**config.mk**
```make
export PLATFORM = sky130hd
export DESIGN_NAME = hilo_mult_sequencer
export DESIGN_NICKNAME = d
export VERILOG_FILES = /design/src/rtl/hilo_mult_sequencer.sv
export SDC_FILE = /design/constraint.sdc
export NUM_CORES = 1
export LEC_CHECK = 0
export CORE_MARGIN = 8
export CORE_UTILIZATION = 28
export DETAILED_ROUTE_END_ITERATION = 16
export DONT_BUFFER_PORTS = 1
export SYNTH_ARGS = -nofsm -noshare
export SYNTH_HDL_FRONTEND = slang
export SYNTH_SLANG_ARGS = --single-unit
export TNS_END_PERCENT = 20
```
**constraint.sdc**
```tcl
create_clock -name Clk -period 6.42 [get_ports Clk]
set_input_delay 1.284 -clock Clk [delete_from_list [all_inputs] [get_ports Clk]]
set_output_delay 1.284 -clock Clk [all_outputs]
set_load 0.01 [all_outputs]
```
**src/rtl/hilo_mult_sequencer.sv**
```systemverilog
// HI/LO multiply sequencer: 32-iteration shift-add MULT/MULTU/MADD/MSUB
// plus single-cycle MTHI/MTLO writes into the architectural HI/LO pair.
//
// Ports:
//   Clk     in   1  system clock, rising-edge
//   Rst     in   1  asynchronous active-low reset
//   Start   in   1  request strobe
//   Op      in   3  0 MULT, 1 MULTU, 2 MADD, 3 MSUB, 4 MTHI, 5 MTLO, 6/7 no-op
//   A       in  32  operand rs
//   B       in  32  operand rt
//   RdHiLo  in   1  pipeline is issuing mfhi/mflo this cycle
//   HI_out  out 32  architectural HI register
//   LO_out  out 32  architectural LO register
//   Busy    out  1  multiply-class operation in flight (RUN or WB)
//   Done    out  1  one-cycle pulse after HI/LO take a new product result
//   Stall   out  1  Busy & (Start | RdHiLo)

module hilo_mult_sequencer (
    input  logic        Clk,
    input  logic        Rst,
    input  logic        Start,
    input  logic [2:0]  Op,
    input  logic [31:0] A,
    input  logic [31:0] B,
    input  logic        RdHiLo,
    output logic [31:0] HI_out,
    output logic [31:0] LO_out,
    output logic        Busy,
    output logic        Done,
    output logic        Stall
);

    typedef enum logic [1:0] {
        IDLE = 2'd0,
        RUN  = 2'd1,
        WB   = 2'd2
    } state_t;

    localparam logic [2:0] OP_MTHI = 3'd4;
    localparam logic [2:0] OP_MTLO = 3'd5;

    localparam logic [1:0] MD_MULT  = 2'd0;
    localparam logic [1:0] MD_MULTU = 2'd1;
    localparam logic [1:0] MD_MADD  = 2'd2;
    localparam logic [1:0] MD_MSUB  = 2'd3;

    state_t      state;
    state_t      state_nxt;

    // Only multiply-class ops are ever latched, so two bits suffice.
    logic [1:0]  op_q;
    logic [31:0] a_q;
    logic [31:0] b_q;
    logic [63:0] prod;
    logic [5:0]  cnt;

    logic        idle;
    logic        accept;
    logic        wr_hi;
    logic        wr_lo;
    logic        signed_op;
    logic        negate;
    logic [31:0] mag_a;
    logic [31:0] mag_b;
    logic [63:0] addend;
    logic [63:0] p_signed;
    logic [63:0] hilo;
    logic [63:0] wb_val;

    assign idle   = (state == IDLE);
    assign accept = idle & Start & ~Op[2];
    assign wr_hi  = idle & Start & (Op == OP_MTHI);
    assign wr_lo  = idle & Start & (Op == OP_MTLO);

    // Magnitudes: 0x80000000 negates to itself, which read unsigned is 2^31.
    assign signed_op = (op_q != MD_MULTU);
    assign mag_a     = (signed_op & a_q[31]) ? (~a_q + 32'd1) : a_q;
    assign mag_b     = (signed_op & b_q[31]) ? (~b_q + 32'd1) : b_q;
    assign negate    = signed_op & (a_q[31] ^ b_q[31]);

    // One partial product per iteration: bit cnt of B selects A << cnt.
    assign addend = mag_b[cnt[4:0]] ? ({32'd0, mag_a} << cnt[4:0]) : 64'd0;

    assign p_signed = negate ? (~prod + 64'd1) : prod;
    assign hilo     = {HI_out, LO_out};

    always_comb begin
        wb_val = p_signed;
        unique case (op_q)
            MD_MULT:  wb_val = p_signed;
            MD_MULTU: wb_val = p_signed;
            MD_MADD:  wb_val = hilo + p_signed;
            MD_MSUB:  wb_val = hilo - p_signed;
        endcase
    end

    always_comb begin
        state_nxt = state;
        unique case (state)
            IDLE: begin
                if (accept) begin
                    state_nxt = RUN;
                end
            end
            RUN: begin
                if (cnt == 6'd31) begin
                    state_nxt = WB;
                end
            end
            WB: begin
                state_nxt = IDLE;
            end
            default: begin
                state_nxt = IDLE;
            end
        endcase
    end

    always_ff @(posedge Clk or negedge Rst) begin
        if (!Rst) begin
            state <= IDLE;
        end else begin
            state <= state_nxt;
        end
    end

    always_ff @(posedge Clk or negedge Rst) begin
        if (!Rst) begin
            Busy <= 1'b0;
            Done <= 1'b0;
        end else begin
            Busy <= (state_nxt == RUN) | (state_nxt == WB);
            Done <= (state == WB);
        end
    end

    always_ff @(posedge Clk or negedge Rst) begin
        if (!Rst) begin
            op_q <= 2'd0;
            a_q  <= 32'd0;
            b_q  <= 32'd0;
            prod <= 64'd0;
            cnt  <= 6'd0;
        end else begin
            if (accept) begin
                op_q <= Op[1:0];
                a_q  <= A;
                b_q  <= B;
                prod <= 64'd0;
                cnt  <= 6'd0;
            end else if (state == RUN) begin
                prod <= prod + addend;
                cnt  <= cnt + 6'd1;
            end
        end
    end

    always_ff @(posedge Clk or negedge Rst) begin
        if (!Rst) begin
            HI_out <= 32'd0;
            LO_out <= 32'd0;
        end else begin
            if (state == WB) begin
                HI_out <= wb_val[63:32];
                LO_out <= wb_val[31:0];
            end else begin
                if (wr_hi) begin
                    HI_out <= A;
                end
                if (wr_lo) begin
                    LO_out <= A;
                end
            end
        end
    end

    // Gated by Rst so the stall request drops the moment reset asserts.
    assign Stall = Rst & Busy & (Start | RdHiLo);

endmodule

```
==> metrics.txt <==
outcome finished clean; critical path type flop to flop; Remaining DRCs 0; Syn Nets 3,259; Clock Latency Late Sink approximately 580 ps; Post-synth top flop dfrtp_1; CP Max Fanout 7; # rows between 100 and 150; Worst Hold Class input port to async pin; grt ovf 0; Slew @ Worst Pin 1020 ps; Initial Util 28.2%; vias per inst roughly 5.6; total number of vias roughly 24,000; synthesis-to-layout area growth 17.2%; RSZ-0062 raised after global routing yes; final slew viol count 0; number of max-cap violations 0; Clock Path Buffers 3; global-route wire length before repair 134 mm; Seq/Total Area, Yosys approximately 23%; Critical Path Slowest Stage Cell o41ai_1; Post-Synthesis Mean Instance Area 7.39 sq um; Total GRT Usage between 10% and 20%; Crit path required time 6850 ps; Die ar. 0.0900 sq mm; min Tclk post-route 6290 ps; share of cells above drive strength 1 14.0%; Crit path buffers/inverters 3; TritonCTS clock tree built; initial antenna violation count 4; most used cell, CP buf_4; routed wire length between 80 and 90 mm; Async S/R FF share, synth 100%; I/O Buffers 0; most common cell after layout, fill and taps aside nand2_1; Gate Count Post-Synth 3,055; Die Y 300 um; 1st-iter DRT viols between 2,000 and 2,500; Post-Syn Area 0.0226 sq mm; WP data arrival 6720 ps; CP endpoint kind flop; Pre-antenna DRT Iters 7; cts bufs inserted 27; Finished Cell Area 0.0265 sq mm; number of global-route vias before repair 21,900; slowest stage delay, CP 620 ps; largest net degree at the start of global routing between 200 and 250; gpl congestion roughly 0.96; Synth warnings 0; crit-path cells or4_4, nor4_2, buf_4, nand4_1, buf_4, o31ai_2, xnor2_1, or3b_2, nand4b_4, nor2b_4, nand3_2, or4_4, nand2_1, xnor2_1, ha_1, buf_4, nand4_1, nor3_1, nand3_1, o41ai_1, o21ai_1; area leader, netlist dfrtp_1; Post-DP HPWL about 70 mm; Clock Pin Slew Worst Setup and Hold Paths 70 ps; CTS H-tree lvls 1; Worst slew margin 31.4%; per-cell routed wire length about 21 um; Post-synth EDFFs 0; Synth top area share roughly 23%; clock sink count around 200; final period utilization 97.9%; Top Family by Delay on Critical Path simple AND/OR/NAND/NOR gates; sum of negative setup slack 0 ps; final hold vios 0; Final #Nets 3,330; post-synth cell types 89; Seq cells post-synth 204; most frequent cells in the layout nand2_1, a21oi_1, nor2_1; Top Ports around 140; clock skew around 22 ps; crit start category flop; final setup fails 0; post-placement cell area 0.0249 sq mm; synth top area cells dfrtp_1, nand2_1, ha_1; core box area between 0.08 and 0.09 sq mm; Detail Route Antenna Nets 0; Die Wd 300 um; Fillers about 8,600; highest clock rate 159 MHz; CTS root buf clkbuf_16
[Yosys cell counts (all sizes together), types with 5 or more instances]
cell / n
a221oi: 16
nand3b: 7
o21a: 15
nor2: 255
a31oi: 46
o41ai: 15
nor4: 33
and4: 10
nor3b: 10
nand4: 44
a211oi: 63
o31a: 8
nor2b: 31
or3: 23
or2: 20
mux2: 10
and3: 27
o221ai: 7
a41oi: 6
o22ai: 21
o211ai: 30
or4: 20
nor3: 79
o21bai: 16
inv: 53
nand2: 456
clkbuf: 163
xor2: 123
o31ai: 46
a211o: 5
a21o: 81
ha: 131
a22oi: 9
o2111ai: 8
nor4b: 6
a21boi: 12
a21oi: 266
mux2i: 78
and2: 21
nand2b: 19
dfrtp: 204
buf: 31
nand3: 68
xnor2: 164
o21ai: 233
[final cells by class]
type | count | area, sq um | share of cell area, %
Clock buffer | 32 | 724 | 2.74
Inverter | 54 | 203 | 0.766
Clock inverter | 17 | 210 | 0.794
Multi-Input combinational cell | 2603 | 17100 | 64.5
Sequential cell | 204 | 5110 | 19.3
Tap cell | 1060 | 1330 | 5.01
Antenna cell | 14 | 35.0 | 0.132
Timing Repair Buffer | 236 | 1800 | 6.80
[flip-flops by register name (all words and copies together) (netlist names)]
register and cells:
HI_out 32, Done 1, cnt 6, b_q 32, state 2, Busy 1
LO_out 32, a_q 32, prod 64, op_q 2
[final timing paths]
path,start,end,slack (ps),cells past startpoint
setup / recovery,prod[10],HI_out[30],130,21
hold / removal,Rst,b_q[27],420,0
setup reg to reg,prod[10],HI_out[30],130,21
hold reg to reg,a_q[13],a_q[13],530,2
max in group asynchronous,Rst,Done,5510,0
min in group Clk,a_q[13],a_q[13],530,2
[layer usage]
| layer | GRT usage, % | vias to the layer above | wire, um |
|---|---|---|---|
| li1 | - | 11300 | - |
| met1 | 24.4 | 11200 | 38700 |
| met2 | 30.0 | 845 | 40300 |
| met3 | 3.19 | 194 | 6080 |
| met4 | 9.00 | 0 | 4790 |
| met5 | 0 | - | 0 |
[kinds of logic after synthesis]
| group | share of synthesized area, % |
|---|---|
| buffers and inverters | 4.18 |
| and+or+nand+nor | 23.7 |
| xor gates and xnor gates | 11.1 |
| muxes | 4.36 |
| adders and majority gates | 7.44 |
| DFF | 22.6 |
| AOI/OAI and AO/OA | 26.6 |
[metrics by stage]
step	instances	util (%)	hold slack, ps	setup slack [ps]
6_report	4220	33.0	418	132
3_5_place_dp	4145	31.1	515	-61.3
3_3_place_gp	4145	31.1	509	-18.6
4_1_cts	4194	32.3	391	-68.8
2_1_floorplan	3055	-	465	87.1
5_1_grt	4214	33.0	398	-71.2
[repair_timing]
action,CTS,global route
resized for setup,5,113
setup buffers,0,10
endpoints found under the setup margin,8,43
pin swaps,0,20
hold buffers,0,0
gates cloned,0,2
Power is not shown: default switching activity piles up to over one toggle a cycle in this logic, so the estimate is an artifact.
